<file path="src/rtl/l4_seq_pkg.sv">
// l4_seq_pkg: shared constants for the 8:1 mux scan sequencer.
//   - scan state encoding (IDLE / SEL / OUT)
//   - slot count, select width, first/last slot of an unmasked scan
package l4_seq_pkg;

    localparam int NSLOTS = 8;
    localparam int SEL_W  = 3;

    localparam logic [SEL_W-1:0] FIRST_SLOT = 3'd0;
    localparam logic [SEL_W-1:0] LAST_SLOT  = 3'd7;

    typedef enum logic [1:0] {
        ST_IDLE = 2'd0,
        ST_SEL  = 2'd1,
        ST_OUT  = 2'd2
    } seq_state_t;

endpackage

</file>
<file path="src/rtl/l4_slot_picker.sv">
// l4_slot_picker: combinational slot search over an 8-bit slot mask.
// Only instantiated when L4_SEQ_MASK_EN is defined.
// Ports:
//   mask     in  [7:0]  enabled slots
//   from_idx in  [2:0]  first candidate slot
//   next_idx out [2:0]  lowest enabled slot >= from_idx (0 when none)
//   found    out        an enabled slot >= from_idx exists
//   is_last  out        next_idx is the highest enabled slot
module l4_slot_picker
    import l4_seq_pkg::*;
(
    input  logic [NSLOTS-1:0] mask,
    input  logic [SEL_W-1:0]  from_idx,
    output logic [SEL_W-1:0]  next_idx,
    output logic              found,
    output logic              is_last
);

    always_comb begin
        next_idx = FIRST_SLOT;
        found    = 1'b0;
        is_last  = 1'b0;
        // Walk downwards so the lowest qualifying slot wins.
        for (int i = NSLOTS - 1; i >= 0; i--) begin
            if (mask[i] && (SEL_W'(i) >= from_idx)) begin
                next_idx = SEL_W'(i);
                found    = 1'b1;
            end
        end
        if (found) begin
            is_last = 1'b1;
            for (int i = 0; i < NSLOTS; i++) begin
                if (mask[i] && (SEL_W'(i) > next_idx)) begin
                    is_last = 1'b0;
                end
            end
        end
    end

endmodule

</file>
<file path="src/rtl/l4_mux8_sequencer.sv">
// l4_mux8_sequencer: drives the 3-bit select of an external 8:1 word mux,
// captures each selected word and emits it on a valid/ready stream.
// Optional feature: define L4_SEQ_MASK_EN to add slot_mask (sampled at start);
// slots whose mask bit is 0 are skipped.
// Ports:
//   clk, reset            clock, async active-high reset
//   start                 begin a scan (IDLE only)
//   abort                 synchronous return to IDLE
//   sel                   select to the mux (also the scan index)
//   mux_y                 mux output, combinational from sel
//   out_data/out_slot     captured word and its slot
//   out_valid/out_ready   stream handshake
//   busy                  not IDLE
//   done                  one-cycle pulse after the final word of a scan is accepted
//   slot_mask             (L4_SEQ_MASK_EN only) enabled slots
//
// state | meaning
// IDLE  | waiting for start
// SEL   | sel driven for one cycle, word captured at cycle end
// OUT   | out_valid high, holding word until accepted
module l4_mux8_sequencer
    import l4_seq_pkg::*;
#(
    parameter int NBITS        = 8,
    parameter bit AUTO_RESTART = 1'b0
) (
    input  logic              clk,
    input  logic              reset,
    input  logic              start,
    input  logic              abort,
    output logic [SEL_W-1:0]  sel,
    input  logic [NBITS-1:0]  mux_y,
    output logic [NBITS-1:0]  out_data,
    output logic              out_valid,
    input  logic              out_ready,
    output logic [SEL_W-1:0]  out_slot,
    output logic              busy,
    output logic              done
`ifdef L4_SEQ_MASK_EN
    ,
    input  logic [NSLOTS-1:0] slot_mask
`endif
);

    seq_state_t        state, state_d;
    logic [SEL_W-1:0]  sel_d, out_slot_d;
    logic [NBITS-1:0]  out_data_d;
    logic              out_valid_d, busy_d, done_d;

    logic [SEL_W-1:0]  first_slot, next_slot;
    logic              have_first, at_last;

`ifdef L4_SEQ_MASK_EN
    logic [NSLOTS-1:0] mask_q, mask_src;
    logic              found_next;

    // In IDLE the live port decides the first slot; afterwards the sampled copy.
    assign mask_src = (state == ST_IDLE) ? slot_mask : mask_q;

    l4_slot_picker u_pick_first (
        .mask     (mask_src),
        .from_idx (FIRST_SLOT),
        .next_idx (first_slot),
        .found    (have_first),
        .is_last  ()
    );

    l4_slot_picker u_pick_next (
        .mask     (mask_q),
        .from_idx (sel + 3'd1),
        .next_idx (next_slot),
        .found    (found_next),
        .is_last  ()
    );

    // sel+1 wraps at slot 7, so slot 7 is always the end of a pass.
    assign at_last = (sel == LAST_SLOT) || !found_next;

    always_ff @(posedge clk or posedge reset) begin
        if (reset) begin
            mask_q <= '0;
        end else if ((state == ST_IDLE) && start && !abort) begin
            mask_q <= slot_mask;
        end
    end
`else
    assign first_slot = FIRST_SLOT;
    assign have_first = 1'b1;
    assign next_slot  = sel + 3'd1;
    assign at_last    = (sel == LAST_SLOT);
`endif

    always_ff @(posedge clk or posedge reset) begin
        if (reset) begin
            state     <= ST_IDLE;
            sel       <= '0;
            out_data  <= '0;
            out_valid <= 1'b0;
            out_slot  <= '0;
            busy      <= 1'b0;
            done      <= 1'b0;
        end else begin
            state     <= state_d;
            sel       <= sel_d;
            out_data  <= out_data_d;
            out_valid <= out_valid_d;
            out_slot  <= out_slot_d;
            busy      <= busy_d;
            done      <= done_d;
        end
    end

    always_comb begin
        state_d     = state;
        sel_d       = sel;
        out_data_d  = out_data;
        out_valid_d = out_valid;
        out_slot_d  = out_slot;
        done_d      = 1'b0;

        unique case (state)
            ST_IDLE: begin
                if (start) begin
                    if (have_first) begin
                        sel_d   = first_slot;
                        state_d = ST_SEL;
                    end else begin
                        // Empty scan: finishes immediately.
                        done_d  = 1'b1;
                        state_d = AUTO_RESTART ? ST_SEL : ST_IDLE;
                    end
                end
            end
            ST_SEL: begin
                if (have_first) begin
                    out_data_d  = mux_y;
                    out_slot_d  = sel;
                    out_valid_d = 1'b1;
                    state_d     = ST_OUT;
                end else begin
                    // Restarting an empty scan: one done pulse per two cycles,
                    // the same pace as a scan that emits words.
                    done_d = !done;
                end
            end
            ST_OUT: begin
                if (out_ready) begin
                    out_valid_d = 1'b0;
                    if (at_last) begin
                        done_d = 1'b1;
                        if (AUTO_RESTART) begin
                            sel_d   = first_slot;
                            state_d = ST_SEL;
                        end else begin
                            state_d = ST_IDLE;
                        end
                    end else begin
                        sel_d   = next_slot;
                        state_d = ST_SEL;
                    end
                end
            end
            default: state_d = ST_IDLE;
        endcase

        // Abort wins over start and over an accept in the same cycle.
        if (abort) begin
            state_d     = ST_IDLE;
            sel_d       = sel;
            out_valid_d = 1'b0;
            done_d      = 1'b0;
        end

        busy_d = (state_d != ST_IDLE);
    end

endmodule
</file>
<file path="config.mk">
export PLATFORM = sky130hd
export DESIGN_NAME = l4_mux8_sequencer
export DESIGN_NICKNAME = d
export VERILOG_FILES = /design/src/rtl/l4_seq_pkg.sv /design/src/rtl/l4_slot_picker.sv /design/src/rtl/l4_mux8_sequencer.sv
export SDC_FILE = /design/constraint.sdc
export NUM_CORES = 1
export LEC_CHECK = 0
export CORE_ASPECT_RATIO = 1.5
export CORE_MARGIN = 3
export CORE_UTILIZATION = 25
export CTS_BUF_LIST = sky130_fd_sc_hd__clkbuf_4
export DETAILED_ROUTE_END_ITERATION = 16
export GPL_TIMING_DRIVEN = 0
export HOLD_SLACK_MARGIN = 0.15
export REMOVE_ABC_BUFFERS = 1
export SETUP_SLACK_MARGIN = 0.3
export SYNTH_ARGS = -nofsm -noshare
export SYNTH_HDL_FRONTEND = slang
export SYNTH_SLANG_ARGS = --single-unit
export TNS_END_PERCENT = 30
</file>
<file path="constraint.sdc">
create_clock -name clk -period 2.7 [get_ports clk]
set_input_delay 0.405 -clock clk [delete_from_list [all_inputs] [get_ports clk]]
set_output_delay 0.405 -clock clk [all_outputs]
set_load 0.03 [all_outputs]
</file>
==> flow_summary.json <==
{
  "synth-simple-area-share": 0.0906,
  "synth.most_common_cell": "dfrtp_1",
  "power_frac_seq": 0.455,
  "place.gp.congestion": 0.710,
  "drc": 0,
  "p_leak_nw": 0.533,
  "synthTopCellsByArea": "dfrtp_1 56%, mux2_4 14%, mux2_1 4.0%",
  "ant_nets": 0,
  "clockRootBuffer": "clkbuf_4",
  "tns_ns": 0,
  "synthAdderAreaFrac": 0.0297,
  "dr.pass1.iters": 4,
  "path_buf_inv": 1,
  "antenna_found_initial": 0,
  "ctsHoldBuffers": 0,
  "endpoint_kind": "output pin",
  "cts_buffers": 3,
  "wire_per_inst_um": 12.7,
  "post-route-min-period_ns": 1.84,
  "place_area_um2": 1170,
  "hpwl_um": 1360,
  "critPathMaxStageDelay_ns": 0.70,
  "ir_worst_vdd_uv": 232,
  "slowest_stage": "clkdlybuf4s50_1",
  "syn_avg_cell_area_um2": 13.6,
  "synth_top_area_cell": "dfrtp_1",
  "synth_top_family_by_area": "multiplexers",
  "die_x_um": 53.4,
  "synth_cells": 62,
  "cts_resized": 0,
  "hold_class": "register to register",
  "ys_warn_count": 0,
  "fillers": 321,
  "dpl_worst_slack_ns": 1.01,
  "worst_slack_ns": 0.863,
  "cts_tree": "done",
  "critical_path_required_ns": 2.30,
  "syn_area_um2": 842,
  "switching_share": 0.313,
  "synth_compound_area_frac": 0.0936,
  "slew_viol_final": 0,
  "netlist_top_cells_count": "19 x dfrtp_1, 8 x mux2_4, 4 x o21ai_1",
  "power.clock.fraction": 0.185,
  "status": "finished clean",
  "worstPathArrival_ns": 1.43,
  "vias": 582,
  "synth_flop_cell": "dfrtp_1",
  "slew-limit-headroom": 0.545,
  "viasPerCell": 4.34,
  "cp_max_fo": 5,
  "worst_slew_pin_slew_ns": 0.681,
  "drive_gt1_frac": 0.170,
  "grt_max_degree": 20,
  "die_height_um": 77.1,
  "clockBufferDepth": 2,
  "port-buffer-count": 29,
  "max_freq_mhz": 544,
  "synth_cell_types": 22,
  "coreArea_um2": 3190,
  "synth_top_area_frac": 0.565,
  "setup_viol": 0,
  "clock-sinks": 19,
  "drt_iter0_markers": 8,
  "grt_pass1_vias": 603,
  "start_util": 0.264,
  "rows": 25,
  "synth_mux_area_frac": 0.195,
  "intPower_w": 0.000533,
  "fin_skew_ns": 0.00263,
  "p_sw_w": 0.000242,
  "num-nets-final": 110,
  "synth_edf_count": 0,
  "clk_pin_slew_ns": 0.10,
  "cp-start-kind": "register",
  "async_flop_share": 1.00,
  "cp_cell_sequence": "clkdlybuf4s50_1",
  "ys_seq_area_frac": 0.565,
  "htree_levels": 1,
  "antenna_cells": 0,
  "drv_cap": 0,
  "drt-total-wl_um": 1700,
  "rsz0062_at_grt": "no",
  "cts_setup_buffers": 0,
  "fin_area_um2": 1200,
  "io_pins": 30,
  "power.total_w": 0.000775,
  "syn2layout_area_growth_pct": 42.6,
  "period_share": 0.680,
  "power_density_nw_per_um2": 645,
  "grt.overflow.total": 0,
  "grt_use_total": 0.0868,
  "yosys.area_share.xor_xnor": 0,
  "dieArea_um2": 4110,
  "finalHoldViolations": 0,
  "cp_top_family": "buffers and inverters",
  "combPwrFrac": 0.360,
  "ys_seq_elements": 19,
  "insertion_delay_ns": 0.28,
  "grt_first_pass_wirelength_um": 2680,
  "crit_type": "register to output pin"
}
worst paths after layout:
check,start,to,slack (ns),cells after the start
hold reg to reg,out_data[7],out_data[7],0.50,1
setup reg to reg,sel[0],sel[2],1.14,5
setup / recovery,sel[0],sel[0],0.86,1
max in group asynchronous,reset,out_data[1],1.75,2
min in group asynchronous,reset,out_data[3],0.52,2
hold / removal,out_data[7],out_data[7],0.50,1
cell families (layout without fill, tap and decap cells):
group           Yosys count  after routing
buf+inv                   4             36
fa+ha+maj                 2              2
mux                      12             12
compound gates           12             12
flops                    19             19
simple gates             13             13
cell usage in the layout (no fill, tap or decap), types with 2 or more instances in the layout:
| master | instances |
|---|---|
| nand2_1 | 2 |
| dfrtp_1 | 19 |
| inv_1 | 2 |
| a22oi_1 | 2 |
| clkdlybuf4s50_1 | 29 |
| or2_1 | 2 |
| ha_1 | 2 |
| nor2_1 | 3 |
| clkbuf_4 | 4 |
| o21ai_0 | 2 |
| mux2_4 | 8 |
| nand2b_1 | 2 |
| o21ai_1 | 4 |
| a21oi_1 | 2 |
| mux2_1 | 3 |
power groups by stage:
stage | Combinational [W] | Clock [W] | Sequential (W)
floorplan | 0.0000785 | 0 | 0.000441
global placement | 0.000279 | 0 | 0.000356
detailed placement | 0.000282 | 0 | 0.000359
CTS | 0.000284 | 0.000150 | 0.000353
global route | 0.000296 | 0.000165 | 0.000358
finish | 0.000279 | 0.000144 | 0.000352
cell type report:
| cell class | instances | area [µm²] | share of cell area |
|---|---|---|---|
| sequential | 19 | 475 | 0.396 |
| multi-input combinational | 39 | 344 | 0.286 |
| timing repair buffer | 29 | 290 | 0.242 |
| tap | 40 | 50.0 | 0.0417 |
| clock buffer | 4 | 30.0 | 0.0250 |
| inverter | 3 | 11.3 | 0.00938 |
state kept, by name (all words and copies together) (netlist names):
register and cells:
busy 1, out_slot 3, state 2, out_valid 1, out_data 8, sel 3, done 1
metrics by stage:
step                 util  hold slack, ns  std cells
finish              0.376           0.498        134
global route        0.376           0.517        134
floorplan               -           0.356         61
CTS                 0.376           0.507        134
detailed placement  0.367           0.484        130
global placement    0.367           0.474        130
metal layers:
metal | vias up | part of all wire | GRT usage
li1 | 283 | - | -
met4 | 0 | 0.0059 | 0.0460
met5 | - | 0 | 0
met2 | 25 | 0.52 | 0.154
met3 | 2 | 0.090 | 0.0194
met1 | 272 | 0.38 | 0.0894
Power figures use the tool's default switching activity.
